**src/rtl/number_segment_draw.sv**
```systemverilog
// Seven-segment hex digit renderer for a 640x480 scan.
// A 16x32 box is placed at a shadow-latched top-left corner. Each cycle accepts
// one scan pixel, and the matching drawingRequest/RGBout appears 2 cycles later.
// Lit pixels are counted per frame, and the box is flagged when it is fully offscreen.
// Stream contract: there is no handshake. A pixel is accepted on every clk edge
// and is never stalled. startOfFrame is sampled on the same edge as the pixel.
module number_segment_draw #(
  parameter logic [7:0] OBJECT_COLOR = 8'h1C,
  parameter logic [7:0] TRANSPARENT  = 8'hFF
) (
  input  logic               clk,
  input  logic               resetN,
  input  logic               startOfFrame,
  input  logic signed [10:0] pixelX,
  input  logic signed [10:0] pixelY,
  input  logic signed [10:0] topLeftX,
  input  logic signed [10:0] topLeftY,
  input  logic [3:0]         digit,
  output logic               drawingRequest,
  output logic [7:0]         RGBout,
  output logic [9:0]         litCount,
  output logic               offScreen
);

  // Shadow copy of the placement, updated only at frame start.
  logic signed [10:0] r_shadow_x;
  logic signed [10:0] r_shadow_y;
  logic [3:0]         r_shadow_digit;
  logic               r_armed;   // shadows have been loaded at least once since reset
  logic               r_sof_d;   // frame start happened on the previous cycle

  // Stage 1: box-local coordinates and the segment mask that travels with them.
  logic               r_s1_inside;
  logic [3:0]         r_s1_ox;
  logic [4:0]         r_s1_oy;
  logic [6:0]         r_s1_mask;

  // Stage 2 outputs and frame statistics.
  logic               r_draw;
  logic [7:0]         r_rgb;
  logic [9:0]         r_count;
  logic [9:0]         r_lit_count;
  logic               r_off;

  logic signed [11:0] w_ox;
  logic signed [11:0] w_oy;
  logic               w_inside;
  logic [6:0]         w_mask;
  logic               w_hit;
  logic               w_off;

  // Box-local offsets. The 12-bit width keeps every 11-bit difference exact.
  assign w_ox = $signed({pixelX[10], pixelX}) - $signed({r_shadow_x[10], r_shadow_x});
  assign w_oy = $signed({pixelY[10], pixelY}) - $signed({r_shadow_y[10], r_shadow_y});
  assign w_inside = r_armed &&
                    (w_ox >= 12'sd0) && (w_ox <= 12'sd15) &&
                    (w_oy >= 12'sd0) && (w_oy <= 12'sd31);

  // Hex digit to gfedcba segment enables.
  always_comb begin
    w_mask = 7'h00;
    case (r_shadow_digit)
      4'h0: w_mask = 7'h3F;
      4'h1: w_mask = 7'h06;
      4'h2: w_mask = 7'h5B;
      4'h3: w_mask = 7'h4F;
      4'h4: w_mask = 7'h66;
      4'h5: w_mask = 7'h6D;
      4'h6: w_mask = 7'h7D;
      4'h7: w_mask = 7'h07;
      4'h8: w_mask = 7'h7F;
      4'h9: w_mask = 7'h6F;
      4'hA: w_mask = 7'h77;
      4'hB: w_mask = 7'h7C;
      4'hC: w_mask = 7'h39;
      4'hD: w_mask = 7'h5E;
      4'hE: w_mask = 7'h79;
      default: w_mask = 7'h71;
    endcase
  end

  // Segment hit test on the stage-1 coordinates. The segments overlap at their corners.
  always_comb begin
    w_hit = 1'b0;
    if (r_s1_mask[0] && r_s1_ox >= 4'd2  && r_s1_ox <= 4'd13 && r_s1_oy <= 5'd2)  w_hit = 1'b1;
    if (r_s1_mask[1] && r_s1_ox >= 4'd13 && r_s1_oy >= 5'd2  && r_s1_oy <= 5'd15) w_hit = 1'b1;
    if (r_s1_mask[2] && r_s1_ox >= 4'd13 && r_s1_oy >= 5'd16 && r_s1_oy <= 5'd29) w_hit = 1'b1;
    if (r_s1_mask[3] && r_s1_ox >= 4'd2  && r_s1_ox <= 4'd13 && r_s1_oy >= 5'd29) w_hit = 1'b1;
    if (r_s1_mask[4] && r_s1_ox <= 4'd2  && r_s1_oy >= 5'd16 && r_s1_oy <= 5'd29) w_hit = 1'b1;
    if (r_s1_mask[5] && r_s1_ox <= 4'd2  && r_s1_oy >= 5'd2  && r_s1_oy <= 5'd15) w_hit = 1'b1;
    if (r_s1_mask[6] && r_s1_ox >= 4'd2  && r_s1_ox <= 4'd13 && r_s1_oy >= 5'd14 && r_s1_oy <= 5'd17) w_hit = 1'b1;
  end

  // The box is fully outside the visible 640x480 area.
  assign w_off = ($signed({r_shadow_x[10], r_shadow_x}) + 12'sd15 < 12'sd0) ||
                 ($signed({r_shadow_x[10], r_shadow_x}) > 12'sd639) ||
                 ($signed({r_shadow_y[10], r_shadow_y}) + 12'sd31 < 12'sd0) ||
                 ($signed({r_shadow_y[10], r_shadow_y}) > 12'sd479);

  // Latch the placement at frame start so that mid-frame input changes cannot tear the image.
  always_ff @(posedge clk or negedge resetN) begin
    if (!resetN) begin
      r_shadow_x     <= '0;
      r_shadow_y     <= '0;
      r_shadow_digit <= '0;
      r_armed        <= 1'b0;
      r_sof_d        <= 1'b0;
    end else begin
      r_sof_d <= startOfFrame;
      if (startOfFrame) begin
        r_shadow_x     <= topLeftX;
        r_shadow_y     <= topLeftY;
        r_shadow_digit <= digit;
        r_armed        <= 1'b1;
      end
    end
  end

  // Two-stage render pipeline. The mask is carried along so that in-flight pixels keep their digit.
  always_ff @(posedge clk or negedge resetN) begin
    if (!resetN) begin
      r_s1_inside <= 1'b0;
      r_s1_ox     <= '0;
      r_s1_oy     <= '0;
      r_s1_mask   <= '0;
      r_draw      <= 1'b0;
      r_rgb       <= TRANSPARENT;
    end else begin
      r_s1_inside <= w_inside;
      r_s1_ox     <= w_ox[3:0];
      r_s1_oy     <= w_oy[4:0];
      r_s1_mask   <= w_mask;
      r_draw      <= r_s1_inside && w_hit;
      r_rgb       <= (r_s1_inside && w_hit) ? OBJECT_COLOR : TRANSPARENT;
    end
  end

  // Saturating lit-pixel counter. A lit pixel on the frame-start cycle opens the new frame's count.
  always_ff @(posedge clk or negedge resetN) begin
    if (!resetN) begin
      r_count     <= '0;
      r_lit_count <= '0;
    end else if (startOfFrame) begin
      r_lit_count <= r_count;
      r_count     <= r_draw ? 10'd1 : 10'd0;
    end else if (r_draw && (r_count != 10'h3FF)) begin
      r_count <= r_count + 10'd1;
    end
  end

  // Offscreen flag, evaluated once the new shadow values are in place.
  always_ff @(posedge clk or negedge resetN) begin
    if (!resetN) r_off <= 1'b0;
    else if (r_sof_d) r_off <= w_off;
  end

  assign drawingRequest = r_draw;
  assign RGBout         = r_rgb;
  assign litCount       = r_lit_count;
  assign offScreen      = r_off;

endmodule

```
**config.mk**
```make
export PLATFORM = sky130hd
export DESIGN_NAME = number_segment_draw
export DESIGN_NICKNAME = d
export VERILOG_FILES = /design/src/rtl/number_segment_draw.sv
export SDC_FILE = /design/constraint.sdc
export NUM_CORES = 1
export LEC_CHECK = 0
export ABC_CLOCK_PERIOD_IN_PS = 4200
export CAP_MARGIN = 20
export CORE_MARGIN = 2
export CORE_UTILIZATION = 59
export CTS_BUF_LIST = sky130_fd_sc_hd__clkbuf_4 sky130_fd_sc_hd__clkbuf_8
export DETAILED_ROUTE_END_ITERATION = 10
export PLACE_DENSITY_LB_ADDON = 0.08
export SLEW_MARGIN = 10
export SYNTH_ARGS = -nofsm -noshare
export SYNTH_HDL_FRONTEND = slang
export SYNTH_SLANG_ARGS = --single-unit
```
**constraint.sdc**
```tcl
create_clock -name clk -period 4.2 [get_ports clk]
set_clock_uncertainty 0.2 [all_clocks]
set_input_delay 0.63 -clock clk [delete_from_list [all_inputs] [get_ports clk]]
set_output_delay 0.63 -clock clk [all_outputs]
set_load 0.05 [all_outputs]
```
==> qor.yml <==
syn2layout_area_growth_pct: 22.6
cts_tree: "done"
ys_ff_latch: 68
period_share_pct: 74.4
cp-start-kind: "input pin"
firstDrtPassIters: 4
pre_cts_ws_ns: 0.799
path_class: "input pin to flip-flop"
rows: 29
yosysUniqueCellTypes: 54
crit_path_top_delay_cell: "fa_1"
slowest_delay_ns: 0.43
place_hpwl_um: 6280
drv_cap: 0
clkPwrFrac_pct: 34.1
timing.final.ws_setup_ns: 1.08
root_buffer: "clkbuf_8"
cts.reportedPaths.clkPinSlew_ns: 0.08
die_area_um2: 7420
slew_viol_final: 0
cp_max_fo: 3
initial_utilization_pct: 62.0
fin_tns_setup_ns: 0
track_usage_pct: 24.2
netlist_area_um2: 3980
rsz0062_at_grt: "false"
clkSinkCount: 68
yosysSeqAreaShare_pct: 42.8
ir_drop_mv: 0.187
post_cts_resized: 0
finalSetupViolations: 0
worst_hold_slack_ns: 0.202
p_seq_share_pct: 42.3
comb_power_share_pct: 23.6
total_power_mw: 1.78
vias_per_cell: 5.81
cp_data_arrival_time_ns: 3.16
relSlewSlack_pct: 40.8
worstPathCellList: "clkdlybuf4s50_1 -> inv_1 -> ha_1 -> inv_1 -> fa_1 -> a211oi_1 -> o21ai_0 -> a21oi_1 -> xor2_1 -> nand4_1 -> a2111oi_2"
hold_path.class: "input pin to asynchronous set/reset pin"
antenna_found_initial: 0
clock.fmax_mhz: 320
cts_buffers: 9
grt_pass1_vias: 3207
mostFrequentLayoutCells: "67 x dfrtp_1, 65 x clkdlybuf4s50_1, 44 x inv_1"
hold_viol: 0
synth_area_per_cell_um2: 9.48
fp.coreArea_um2: 6420
path_common_cell: "inv_1"
grt_pass1_wl_um: 14300
io_pins: 71
drc: 0
switching_share_pct: 30.4
h-tree-depth: 3
synth.top_cell.area_share_pct: 42.1
netlist_instances: 420
drt-total-wl_um: 8400
vias: 3280
cts_setup_buffers: 0
synth_ff_type: "dfrtp_1"
ys_async_sr_fraction_pct: 100
wl_per_cell_um: 14.9
ant_nets: 0
mostFrequentLayoutCell: "dfrtp_1"
num_antenna_cells: 0
clk_latency_ns: 0.35
synth_edf_count: 0
die_y_um: 86.1
internal_power_mw: 1.24
drt_iter0_drc: 135
worst_pin_slew_ns: 0.888
status: "completed"
critPathBufInv: 3
yosys-top-cells-area: "dfrtp_1 42%, ha_1 9.4%, o21ai_0 4.9%, inv_1 4.1%, nand2_1 4.1%"
power_switching_mw: 0.542
die_x_um: 86.1
fin_nets: 566
ctsHoldBuffers: 0
numPortBuffers: 67
p_per_area_nw_per_um2: 366
grt_max_degree: 43
overflow: 0
place.gp.congestion: 0.930
min_period_ns: 3.12
cp.required_ns: 4.23
critPathTopFamily: "compound AO/OA/AOI/OAI gates"
drive_gt1_share_pct: 9.22
ys_warn_count: 0
synth_area_leader_cell: "dfrtp_1"
clockBufferDepth: 2
total_leakage_power_nw: 2.18
worstSetupEndpointType: "flip-flop"
stage by stage:
step	cell area (µm²)	cells	utilization, %
6_report	4880	565	76.0
5_1_grt	4880	565	76.0
4_1_cts	4880	565	76.0
3_5_place_dp	4660	549	72.5
3_3_place_gp	4660	549	72.5
2_1_floorplan	3990	422	-
cell families (layout without fill, tap and decap cells):
group / after synthesis / in the layout / synth area share [%]
other cells: 1 / 3 / 0.0942
simple gates: 117 / 117 / 13.8
fa+ha+maj: 32 / 32 / 10.4
xor+xnor: 14 / 14 / 3.08
compound gates: 107 / 107 / 17.8
buf+inv: 63 / 129 / 6.73
flops: 68 / 68 / 42.8
mux: 18 / 18 / 5.28
power groups by stage:
stage | registers [mW] | clock network (mW) | logic, mW
3_3_place_gp | 0.763 | 0 | 0.405
4_1_cts | 0.754 | 0.619 | 0.420
2_1_floorplan | 0.754 | 0 | 0.293
3_5_place_dp | 0.766 | 0 | 0.416
6_report | 0.755 | 0.609 | 0.421
5_1_grt | 0.761 | 0.647 | 0.469
routing by layer:
metal | global-route usage, % | part of all wire (%)
met1 | 31.3 | 44
met2 | 40.7 | 50
met3 | 3.46 | 3.7
met4 | 10.1 | 1.8
met5 | 0 | 0
synthesized netlist by cell type, types with 4 or more instances:
cell        n
dfrtp_1    67
xor2_1      6
nand2_1    43
a211oi_1    4
nor2b_1     7
o21ai_0    39
nand3_1    10
nor3_1      6
ha_1       30
nand4_1     7
a21oi_1    17
buf_4       8
nor2_1     25
o2111ai_1   7
clkbuf_1   10
xnor2_1     8
inv_1      44
mux2_2     14
o21a_1      9
o31ai_1     4
registers in the layout, summed over array words and instances, names as in the netlist, 4 cells and up:
signal / count
r_s1_oy: 5
r_shadow_y: 11
r_shadow_digit: 4
r_s1_ox: 4
r_count: 10
r_shadow_x: 11
r_s1_mask: 7
litCount: 10
final timing paths:
check | from | slack [ns] | depth (start not counted) | endpoint
worst max-delay path | pixelY[0] | 1.08 | 11 | r_s1_inside
worst min-delay path | resetN | 0.20 | 1 | r_shadow_digit[0]
worst max register to register | r_shadow_y[0] | 1.43 | 9 | r_s1_inside
worst min register to register | r_sof_d | 0.26 | 1 | offScreen
max in group asynchronous | resetN | 2.71 | 2 | r_count[1]
min in group clk | r_sof_d | 0.26 | 1 | offScreen
final cells by class:
cell class                      instances  area, µm²
Tap cell                               77       96.3
Sequential cell                        68       1700
Clock buffer                            9        124
Clock inverter                          7       98.8
Timing Repair Buffer                   69        676
Inverter                               44        165
Multi-Input combinational cell        291       2020
Fill cell                             464       1540
worst register-to-register path, stage by stage, from the launching register on:
cell and delay, ns:
dfrtp_1 0.37, ha_1 0.18, inv_1 0.06, fa_1 0.43
a211oi_1 0.39, o21ai_0 0.17, a21oi_1 0.32, xor2_1 0.18
nand4_1 0.11, a2111oi_2 0.26
Note: power is estimated with default switching activity, not from simulation.
